`src/rtl/hs_pkg.sv`:
```
// Shared defaults for the valid/ready register-slice chain and its sink.
package hs_pkg;
    localparam int           DW_DEF        = 8;
    localparam int           PIP_NUM_DEF   = 5;
    localparam logic [7:0]   READY_PAT_DEF = 8'hFF;

    function automatic logic [7:0] rotate_right(input logic [7:0] v);
        return {v[0], v[7:1]};
    endfunction
endpackage

```
`src/rtl/handshake_pip.sv`:
```
// One full-throughput register slice: main register plus a skid register so
// that s_ready is registered and does not depend combinationally on m_ready.
module handshake_pip
    import hs_pkg::*;
#(
    parameter int DW = DW_DEF
) (
    input  logic          clk,
    input  logic          rst,
    input  logic          s_valid,
    output logic          s_ready,
    input  logic [DW-1:0] s_data,
    output logic          m_valid,
    input  logic          m_ready,
    output logic [DW-1:0] m_data
);

    logic          main_valid_q, main_valid_d;
    logic [DW-1:0] main_data_q,  main_data_d;
    logic          skid_valid_q, skid_valid_d;
    logic [DW-1:0] skid_data_q,  skid_data_d;
    logic          accept;
    logic          drain;

    assign s_ready = !skid_valid_q;
    assign m_valid = main_valid_q;
    assign m_data  = main_data_q;
    assign accept  = s_valid && !skid_valid_q;
    assign drain   = main_valid_q && m_ready;

    // A full skid blocks accept, so a drain either promotes the skid word or
    // takes the incoming word straight into main.
    always_comb begin
        main_valid_d = main_valid_q;
        main_data_d  = main_data_q;
        skid_valid_d = skid_valid_q;
        skid_data_d  = skid_data_q;
        if (drain) begin
            if (skid_valid_q) begin
                main_data_d  = skid_data_q;
                skid_valid_d = 1'b0;
            end else if (accept) begin
                main_data_d  = s_data;
            end else begin
                main_valid_d = 1'b0;
            end
        end else if (accept) begin
            if (!main_valid_q) begin
                main_valid_d = 1'b1;
                main_data_d  = s_data;
            end else begin
                skid_valid_d = 1'b1;
                skid_data_d  = s_data;
            end
        end
    end

    always_ff @(posedge clk) begin
        if (rst) begin
            main_valid_q <= 1'b0;
            main_data_q  <= '0;
            skid_valid_q <= 1'b0;
            skid_data_q  <= '0;
        end else begin
            main_valid_q <= main_valid_d;
            main_data_q  <= main_data_d;
            skid_valid_q <= skid_valid_d;
            skid_data_q  <= skid_data_d;
        end
    end

endmodule

```
`src/rtl/handshake_pipe_chain.sv`:
```
// PIP_NUM cascaded register slices feeding a sink whose ready follows a
// rotating pattern; the sink reports each accepted word and a running count.
module handshake_pipe_chain
    import hs_pkg::*;
#(
    parameter int         DW        = DW_DEF,
    parameter int         PIP_NUM   = PIP_NUM_DEF,
    parameter logic [7:0] READY_PAT = READY_PAT_DEF
) (
    input  logic          clk,
    input  logic          rst,
    input  logic          s_valid,
    output logic          s_ready,
    input  logic [DW-1:0] s_data,
    output logic          rx_valid,
    output logic [DW-1:0] rx_data,
    output logic [31:0]   rx_count
);

    logic          valid [PIP_NUM];
    logic          ready [PIP_NUM];
    logic [DW-1:0] data  [PIP_NUM];
    logic          d_s_ready;

    // ready[k] is the s_ready of slice k; slice k drains into slice k+1 or the sink.
    for (genvar k = 0; k < PIP_NUM; k++) begin : g_slice
        logic          upValid;
        logic [DW-1:0] upData;
        logic          downReady;

        if (k == 0) begin : g_head
            assign upValid = s_valid;
            assign upData  = s_data;
        end else begin : g_mid
            assign upValid = valid[k-1];
            assign upData  = data[k-1];
        end

        if (k == PIP_NUM - 1) begin : g_tail
            assign downReady = d_s_ready;
        end else begin : g_next
            assign downReady = ready[k+1];
        end

        handshake_pip #(.DW(DW)) u_pip (
            .clk     (clk),
            .rst     (rst),
            .s_valid (upValid),
            .s_ready (ready[k]),
            .s_data  (upData),
            .m_valid (valid[k]),
            .m_ready (downReady),
            .m_data  (data[k])
        );
    end

    assign s_ready = ready[0];

    logic [7:0]    pat_q;
    logic          rx_valid_q;
    logic [DW-1:0] rx_data_q;
    logic [31:0]   rx_count_q;
    logic          d_xfer;

    assign d_s_ready = pat_q[0];
    assign d_xfer    = valid[PIP_NUM-1] && d_s_ready;
    assign rx_valid  = rx_valid_q;
    assign rx_data   = rx_data_q;
    assign rx_count  = rx_count_q;

    always_ff @(posedge clk) begin
        if (rst) begin
            pat_q      <= READY_PAT;
            rx_valid_q <= 1'b0;
            rx_data_q  <= '0;
            rx_count_q <= '0;
        end else begin
            pat_q      <= rotate_right(pat_q);
            rx_valid_q <= d_xfer;
            if (d_xfer) begin
                rx_data_q  <= data[PIP_NUM-1];
                rx_count_q <= rx_count_q + 32'd1;
            end
        end
    end

endmodule

```
`config.mk`:
```
export PLATFORM = sky130hd
export DESIGN_NAME = handshake_pipe_chain
export DESIGN_NICKNAME = d
export VERILOG_FILES = /design/src/rtl/hs_pkg.sv /design/src/rtl/handshake_pip.sv /design/src/rtl/handshake_pipe_chain.sv
export SDC_FILE = /design/constraint.sdc
export NUM_CORES = 1
export LEC_CHECK = 0
export CAP_MARGIN = 10
export CORE_MARGIN = 4
export CORE_UTILIZATION = 56
export CTS_CLUSTER_DIAMETER = 200
export DETAILED_ROUTE_END_ITERATION = 7
export PLACE_DENSITY = 0.78
export SLEW_MARGIN = 20
export SYNTH_ARGS = -nofsm -noshare
export SYNTH_HDL_FRONTEND = slang
export SYNTH_SLANG_ARGS = --single-unit
```
`constraint.sdc`:
```
create_clock -name clk -period 2.3 [get_ports clk]
set_clock_uncertainty 0.05 [all_clocks]
set_input_delay 0.46 -clock clk [delete_from_list [all_inputs] [get_ports clk]]
set_output_delay 0.46 -clock clk [all_outputs]
set_load 0.03 [all_outputs]
```
After elaboration in Yosys (flattened, before gate mapping). Index checks and enable logic that the tools add are counted.

Register bits after elaboration: 139. Output and inout bits: 42. Logic and storage cells: 136.

Add/sub/neg operators: 1. Equality and inequality tests: 15. Muxes and demuxes: 45. Bitwise logic cells: 5. Reduce and logical (&&, ||, !) cells: 46.

Operators by type and width (number): 2-to-1 mux 8 bit (25); AND reduction 3 bit (15); adder 32 x 1 -> 32 bit (second input constant) (1); != test 2 bit (second input constant) (15); 2-to-1 mux 1 bit (20); nonzero test 2 bit (10); AND reduction 2 bit (5); OR reduction 2 bit (5); logical AND 1 bit (6); logical NOT 1 bit (5); inverter 1 bit (5).

Longest topological paths before layout. Gate-level depths: netlist of run 1.

Depth in word-level cells: 5. Mapped depth: 7. Depth with buffers taken out: 5.

Hierarchy. Synthesis of run 1 repeated with hierarchy kept, for this count alone.

Cell total of the unflattened synthesis: 717. Area total of the unflattened synthesis: 6615.1 µm².

By module, submodules not included: handshake_pip (times used 5, cells an instance 97, area an instance 908.4 µm², sequential area each 360.3 µm²); handshake_pipe_chain (times used 1, cells an instance 232, area an instance 2073.2 µm², sequential area each 980.9 µm²).

Worst setup path after synthesis of run 1. No wires, ideal clock.

Path type: register to register. Start: register rx_count_q[0], in the netlist rx_count[0]. End: register rx_count_q[22], in the netlist rx_count[22]. Setup time: 123 ps. Arrival time: 1992 ps. Data required time: 2127 ps. Path slack: 135 ps. Cell stages (with the launch flop): 7. Buffers on the path: 1. Cells stage by stage: dfxtp_1 -> ha_1 -> nand4_1 -> or4_1 -> buf_2 -> nor3_1 -> mux2_1.

Cells in the longest elaborated chain, start to end: 1.

Ends and longest elaborated chain: start: declaration (RTL line handshake_pipe_chain.sv:62) `logic [31:0] rx_count_q;`; start signal: assignment (RTL line handshake_pipe_chain.sv:82) `rx_count_q <= rx_count_q + 32'd1;`; adder 32 x 1 -> 32 bit (RTL line handshake_pipe_chain.sv:82).

Every way passes these cells. A chain may end at the register's enable or synchronous reset.

Worst setup path in the final report of run 1.
Start: register rx_count_q[9], in the netlist rx_count[9]. End: output port rx_count[9].

RTL lines: end: declaration (RTL line handshake_pipe_chain.sv:17) `output logic [31:0] rx_count`.

No word-level cell between the ends.

==> reports/results.ini, run 1 <==
[critical_path]
crit_path_max_fanout = 5
path_class = reg2out
r2r_cells = 5
cp_slowest_cell = clkdlybuf4s50_1
r2r_end = rx_count[22]
cp.depth = 1
max_stage_delay_ns = 0.75
r2r_slack_ns = 0.17
end_kind = output pin
cp.required_ns = 1.79
cp.arrival_ns = 1.71
crit_chain = clkdlybuf4s50_1
reg2reg_from = rx_count[0]
worst-path-buf-inv = 1
crit_family = buffers and inverters
startpoint_type = register

[die]
num_rows = 36
start_util_pct = 57.7
die_w_microns = 109
coreArea_sq_um = 9820
die_area_sq_um = 11800
die_height_microns = 109
ios = 53

[synthesis]
synth_warnings = 0
synthAdderAreaFrac_pct = 0.221
synthXorXnorAreaFrac_pct = 2.01
synth_top_family_by_area = simple AND/OR/NAND/NOR gates
synth_enable_flop_cells = 0
yosysSeqAreaShare_pct = 49.1
muxShareOfSynthArea_pct = 2.60
async_flop_share_pct = 0
synth-simple-area-share_pct = 28.0
synth_compound_area_share_pct = 14.3
synthFlopType = dfxtp_1
synthesis.area_sq_um = 5670
synth-seq-cells = 139
syn_avg_cell_area_sq_um = 8.22
syn_nets = 702
syn_inst = 690
ys_types = 35

[hold_path]
min_from = pat_q[4]
holdPathEnd = pat_q[3]
hold_depth = 1
min_path_type = reg2reg

[drt]
viasPerCell = 5.55
met2WireLength_mm = 6.15
dr.pass1.iters = 4
dr_wl_met3_microns = 492
drt-total-wl_mm = 11.8
vias = 4864
wl_met1_mm = 5.04
antenna_left = 0
drt_first_iter_violations = 225
routed.top_layer = met4
wl_per_cell_microns = 13.5
drc_errors = 0

[final_layout]
area_delta_synth_final_pct = 22.2
seqCellArea_sq_um = 2780
fillers = 818
final_util_pct = 70.5
nets = 743
final_common_cell = nand2_1
multiInputGateArea_sq_um = 2670
final_cell_mix = 145 x nand2_1, 139 x dfxtp_1, 69 x nor2_1, 64 x a21oi_1, 54 x nand3_1
antenna_cells = 0
drive_gt1_share_pct = 8.08

[clock_tree]
postCtsHoldBufs = 0
cts_max_path_buffers = 2
cts_resized = 0
worstSkewPairLatency_ns = 0.51
path_clk_slew_ns = 0.06
htree_levels = 4
clock-sinks = 139
cts_tree = done
cts_made_buffers = 17
clockRootBuffer = clkbuf_8
cts_setup_buffers = 0

[grt]
antenna_found_initial = 0
grt_pass1_vias = 4617
grt_max_degree = 70
grt_use_total_pct = 21.2
grt_first_pass_wirelength_mm = 20.5
grt_overflow_total = 0

[timing]
hold_viol = 0
fin_tns_setup_ns = 0
setup_slack_ns = 0.0801
rsz0062_at_grt = false
fin_crit_sh_pct = 96.5
final-max-slew-violation-count = 0
max-slew-margin-rel_pct = 61.3
setup_violations = 0
fmax_mhz = 450
layout_min_cycle_time_ns = 2.22
tightest_slew_ns = 0.579

[placed_design]
place_ws_ns = 0.200
io_buffers = 52
gp_congestion = 0.819
hpwl_mm = 8.04

[power_and_ir_drop]
vdd_drop_max_mv = 0.692
pwr_density_cell_nw_per_um2 = 791
p_leak_uw = 0.00232

[status]
status = finished clean

[job]
maxCapViolations = 0

==> area by class of cell <==
| type | instances | share of cell area, % |
|---|---|---|
| inverters | 5 | 0.271 |
| clock buffers | 25 | 7.28 |
| well taps | 133 | 2.40 |
| flip-flops and latches | 139 | 40.2 |
| repair buffers | 71 | 9.75 |
| clock inverters | 6 | 1.55 |
| multi-input cells | 497 | 38.6 |
==> cells in the mapped netlist, types with 6 or more instances <==
cell type / number / share of area (%)
nor2_1: 69 / 4.6
dfxtp_1: 139 / 49
nand3_1: 54 / 4.8
o21ai_0: 8 / 0.71
nor3_1: 9 / 0.79
xnor2_1: 7 / 1.1
a21oi_1: 64 / 5.7
mux2i_1: 8 / 1.4
clkbuf_1: 43 / 2.8
xor2_1: 6 / 0.93
or2_2: 9 / 0.99
nand4_1: 6 / 0.66
nor2b_1: 11 / 1.2
a311oi_1: 40 / 6.2
o31ai_1: 9 / 1.2
nor4_1: 6 / 0.66
or4_1: 10 / 1.3
mux2_1: 6 / 1.2
nand2_1: 145 / 9.6
and4_1: 6 / 0.93
==> metal layers <==
layer,global-route usage [%],up-vias
li1,-,2501
met1,24.1,2246
met2,38.4,103
met3,5.86,14
met4,6.85,0
met5,0,-
==> flip-flops by register name, summed over array words and instances (netlist names) <==
register	count
g_slice.u_pip.m_data	40
g_slice.u_pip.m_valid	5
g_slice.u_pip.skid_data_q	40
g_slice.u_pip.skid_valid_q	5
pat_q	8
rx_count	32
rx_data	8
rx_valid	1
==> how the worst max path moves through the flow <==
stage,start,endpoint,slack [ns]
6_report,rx_count[9],rx_count[9],0.08
5_1_grt,rx_count[0],rx_count[22],0.008
4_1_cts,rx_count[7],rx_count[7],0.05
3_5_place_dp,rx_count[0],rx_count[22],0.20
3_3_place_gp,rx_count[0],rx_count[22],0.23
2_1_floorplan,rx_count[0],rx_count[22],0.13
==> per-stage QoR <==
step                      hold WS [ns]  power (uW)  std cells  cell area (sq um)
final                            0.356        5480        876               6930
after global routing             0.371        5660        876               6930
after CTS                        0.361        5510        876               6920
after detailed placement         0.348        2760        845               6310
after global placement           0.341        2750        845               6310
after floorplan                  0.339        2680        690               5670
==> report_power, final <==
group | internal, uW | total, uW | switching, uW | leakage [uW]
Clock | 1820 | 2770 | 951 | 0.000300
Sequential | 2460 | 2500 | 40.6 | 0.00113
Combinational | 83.9 | 211 | 127 | 0.000894
==> cells by family after synthesis <==
logic type                 Yosys count
and+or+nand+nor                    344
DFF                                139
AOI/OAI and AO/OA                  125
buffers and inverters               54
muxes                               14
xor gates and xnor gates            13
adders and majority gates            1
Power figures use the tool's default switching activity.
==> inputs of run 2 (changes only) <==
--- a/config.mk
+++ b/config.mk
@@ -10,6 +10,7 @@
 export CORE_UTILIZATION = 56
 export CTS_CLUSTER_DIAMETER = 200
 export DETAILED_ROUTE_END_ITERATION = 7
+export GPL_TIMING_DRIVEN = 0
 export PLACE_DENSITY = 0.78
 export SLEW_MARGIN = 20
 export SYNTH_ARGS = -nofsm -noshare
==> reports/results.ini, run 2 (synthesized netlist as in run 1, its figures left out) <==
[status]
status = finished clean

[critical_path]
end_kind = output pin
max_stage_delay_ns = 0.75  ; about the same
startpoint_type = register
cp_slowest_cell = clkdlybuf4s50_1
crit_family = buffers and inverters
r2r_slack_ns = 0.16  ; about the same
r2r_end = rx_count[22]
r2r_cells = 5  ; unchanged
crit_path_max_fanout = 4  ; -1
path_class = reg2out
crit_chain = clkdlybuf4s50_1
cp.required_ns = 1.79  ; about the same
worst-path-buf-inv = 1  ; unchanged
reg2reg_from = rx_count[3]
cp.arrival_ns = 1.72  ; about the same

[placed_design]
io_buffers = 51  ; -1.9%
hpwl_mm = 9.70  ; +21%
place_ws_ns = -0.0676  ; -0.268 ns
gp_congestion = 0.840  ; +2.5%

[die]
start_util_pct = 57.7  ; unchanged
coreArea_sq_um = 9820  ; unchanged
num_rows = 36  ; unchanged
die_area_sq_um = 11800  ; unchanged
die_height_microns = 109  ; unchanged
ios = 53  ; unchanged
die_w_microns = 109  ; unchanged

[timing]
tightest_slew_ns = 0.687  ; +0.108 ns
fmax_mhz = 449  ; -0.28%
hold_viol = 0  ; unchanged
setup_slack_ns = 0.0739  ; -0.00622 ns
max-slew-margin-rel_pct = 54.2  ; -7.1 points
fin_crit_sh_pct = 96.8  ; +0.27 points
final-max-slew-violation-count = 0  ; unchanged
fin_tns_setup_ns = 0  ; unchanged
rsz0062_at_grt = false
layout_min_cycle_time_ns = 2.23  ; +0.00622 ns
setup_violations = 0  ; unchanged

[clock_tree]
path_clk_slew_ns = 0.06  ; about the same
cts_tree = done
worstSkewPairLatency_ns = 0.52  ; about the same
postCtsHoldBufs = 0  ; unchanged
htree_levels = 4  ; unchanged
clock-sinks = 139  ; unchanged
cts_made_buffers = 17  ; unchanged
clockRootBuffer = clkbuf_8
cts_max_path_buffers = 2  ; unchanged

[final_layout]
area_delta_synth_final_pct = 23.5
nets = 772  ; +3.9%
final_common_cell = nand2_1
drive_gt1_share_pct = 6.86  ; -1.2 points
final_cell_mix = 145 x nand2_1, 138 x dfxtp_1, 69 x nor2_1, 63 x a21oi_1, 54 x nand3_1
antenna_cells = 0  ; unchanged

[grt]
grt_first_pass_wirelength_mm = 22.6  ; +10%
grt_use_total_pct = 24.2  ; +2.9 points
antenna_found_initial = 0  ; unchanged
grt_overflow_total = 0  ; unchanged
grt_max_degree = 17  ; -76%
grt_pass1_vias = 4899  ; +6.1%

[job]
maxCapViolations = 0  ; unchanged

[hold_path]
holdPathEnd = pat_q[1]
hold_depth = 1  ; unchanged
min_from = pat_q[2]
min_path_type = reg2reg

[drt]
vias = 5106  ; +5.0%
drt-total-wl_mm = 13.6  ; +15%
drc_errors = 0  ; unchanged
antenna_left = 0  ; unchanged
drt_first_iter_violations = 312  ; +39%
viasPerCell = 5.64  ; +1.5%
wl_per_cell_microns = 15.0  ; +11%
dr.pass1.iters = 5  ; +1

[power_and_ir_drop]
p_leak_uw = 0.00232  ; -0.22%
vdd_drop_max_mv = 0.482  ; -30%
pwr_density_cell_nw_per_um2 = 798  ; +0.89%

run 2: per-layer routing:
layer | vias to the layer above | track usage (%) | routed length, microns
met3 | 17 | 4.26 | 557
met4 | 0 | 9.74 | 189
met5 | - | 0 | 0
met1 | 2405 | 27.8 | 5690
li1 | 2565 | - | -
met2 | 119 | 44.2 | 7160
run 2: timing repair:
| item | 4_1_cts | 5_1_grt |
|---|---|---|
| gates resized for setup | 2 | 6 |
| buffers inserted | 0 | 0 |
| endpoints found under the setup margin | 1 | 7 |
| pin swaps | 0 | 0 |
run 2: layout make-up:
cell class,count,area [sq um]
multi-input cells,497,2690
clock inverters,11,164
flip-flops and latches,139,2780
plain buffers,49,198
clock buffers,21,469
repair buffers,51,514
fillers,802,2820
well taps,133,166
inverters,5,18.8
run 2: through the flow:
step / utilization [%] / total power [uW] / hold slack [ns] / cell area [sq um] / std cells
2_1_floorplan: - / 2680 / 0.339 / 5670 / 690
3_3_place_gp: 64.6 / 2760 / 0.344 / 6350 / 874
3_5_place_dp: 64.6 / 2770 / 0.349 / 6350 / 874
4_1_cts: 71.1 / 5620 / 0.360 / 6980 / 906
5_1_grt: 71.3 / 5770 / 0.372 / 7000 / 906
6_report: 71.3 / 5580 / 0.360 / 7000 / 906
run 2: worst max path at each step:
stage | from | end | slack, ns | depth (start not counted)
3_5_place_dp | s_valid | g_slice[0].u_pip.m_data[6] | -0.07 | 6
4_1_cts | rx_count[7] | rx_count[7] | 0.02 | 1
5_1_grt | rx_count[3] | rx_count[3] | 0.0004 | 1
3_3_place_gp | s_valid | g_slice[0].u_pip.m_data[5] | -0.02 | 6
2_1_floorplan | rx_count[0] | rx_count[22] | 0.13 | 6
6_report | rx_count[10] | rx_count[10] | 0.07 | 1
run 2: where the power goes:
part / leakage, uW / switching, uW / total (uW) / internal [uW]
sequential: 0.00112 / 41.3 / 2500 / 2460
clock: 0.000310 / 992 / 2860 / 1870
combinational: 0.000880 / 147 / 222 / 75.1
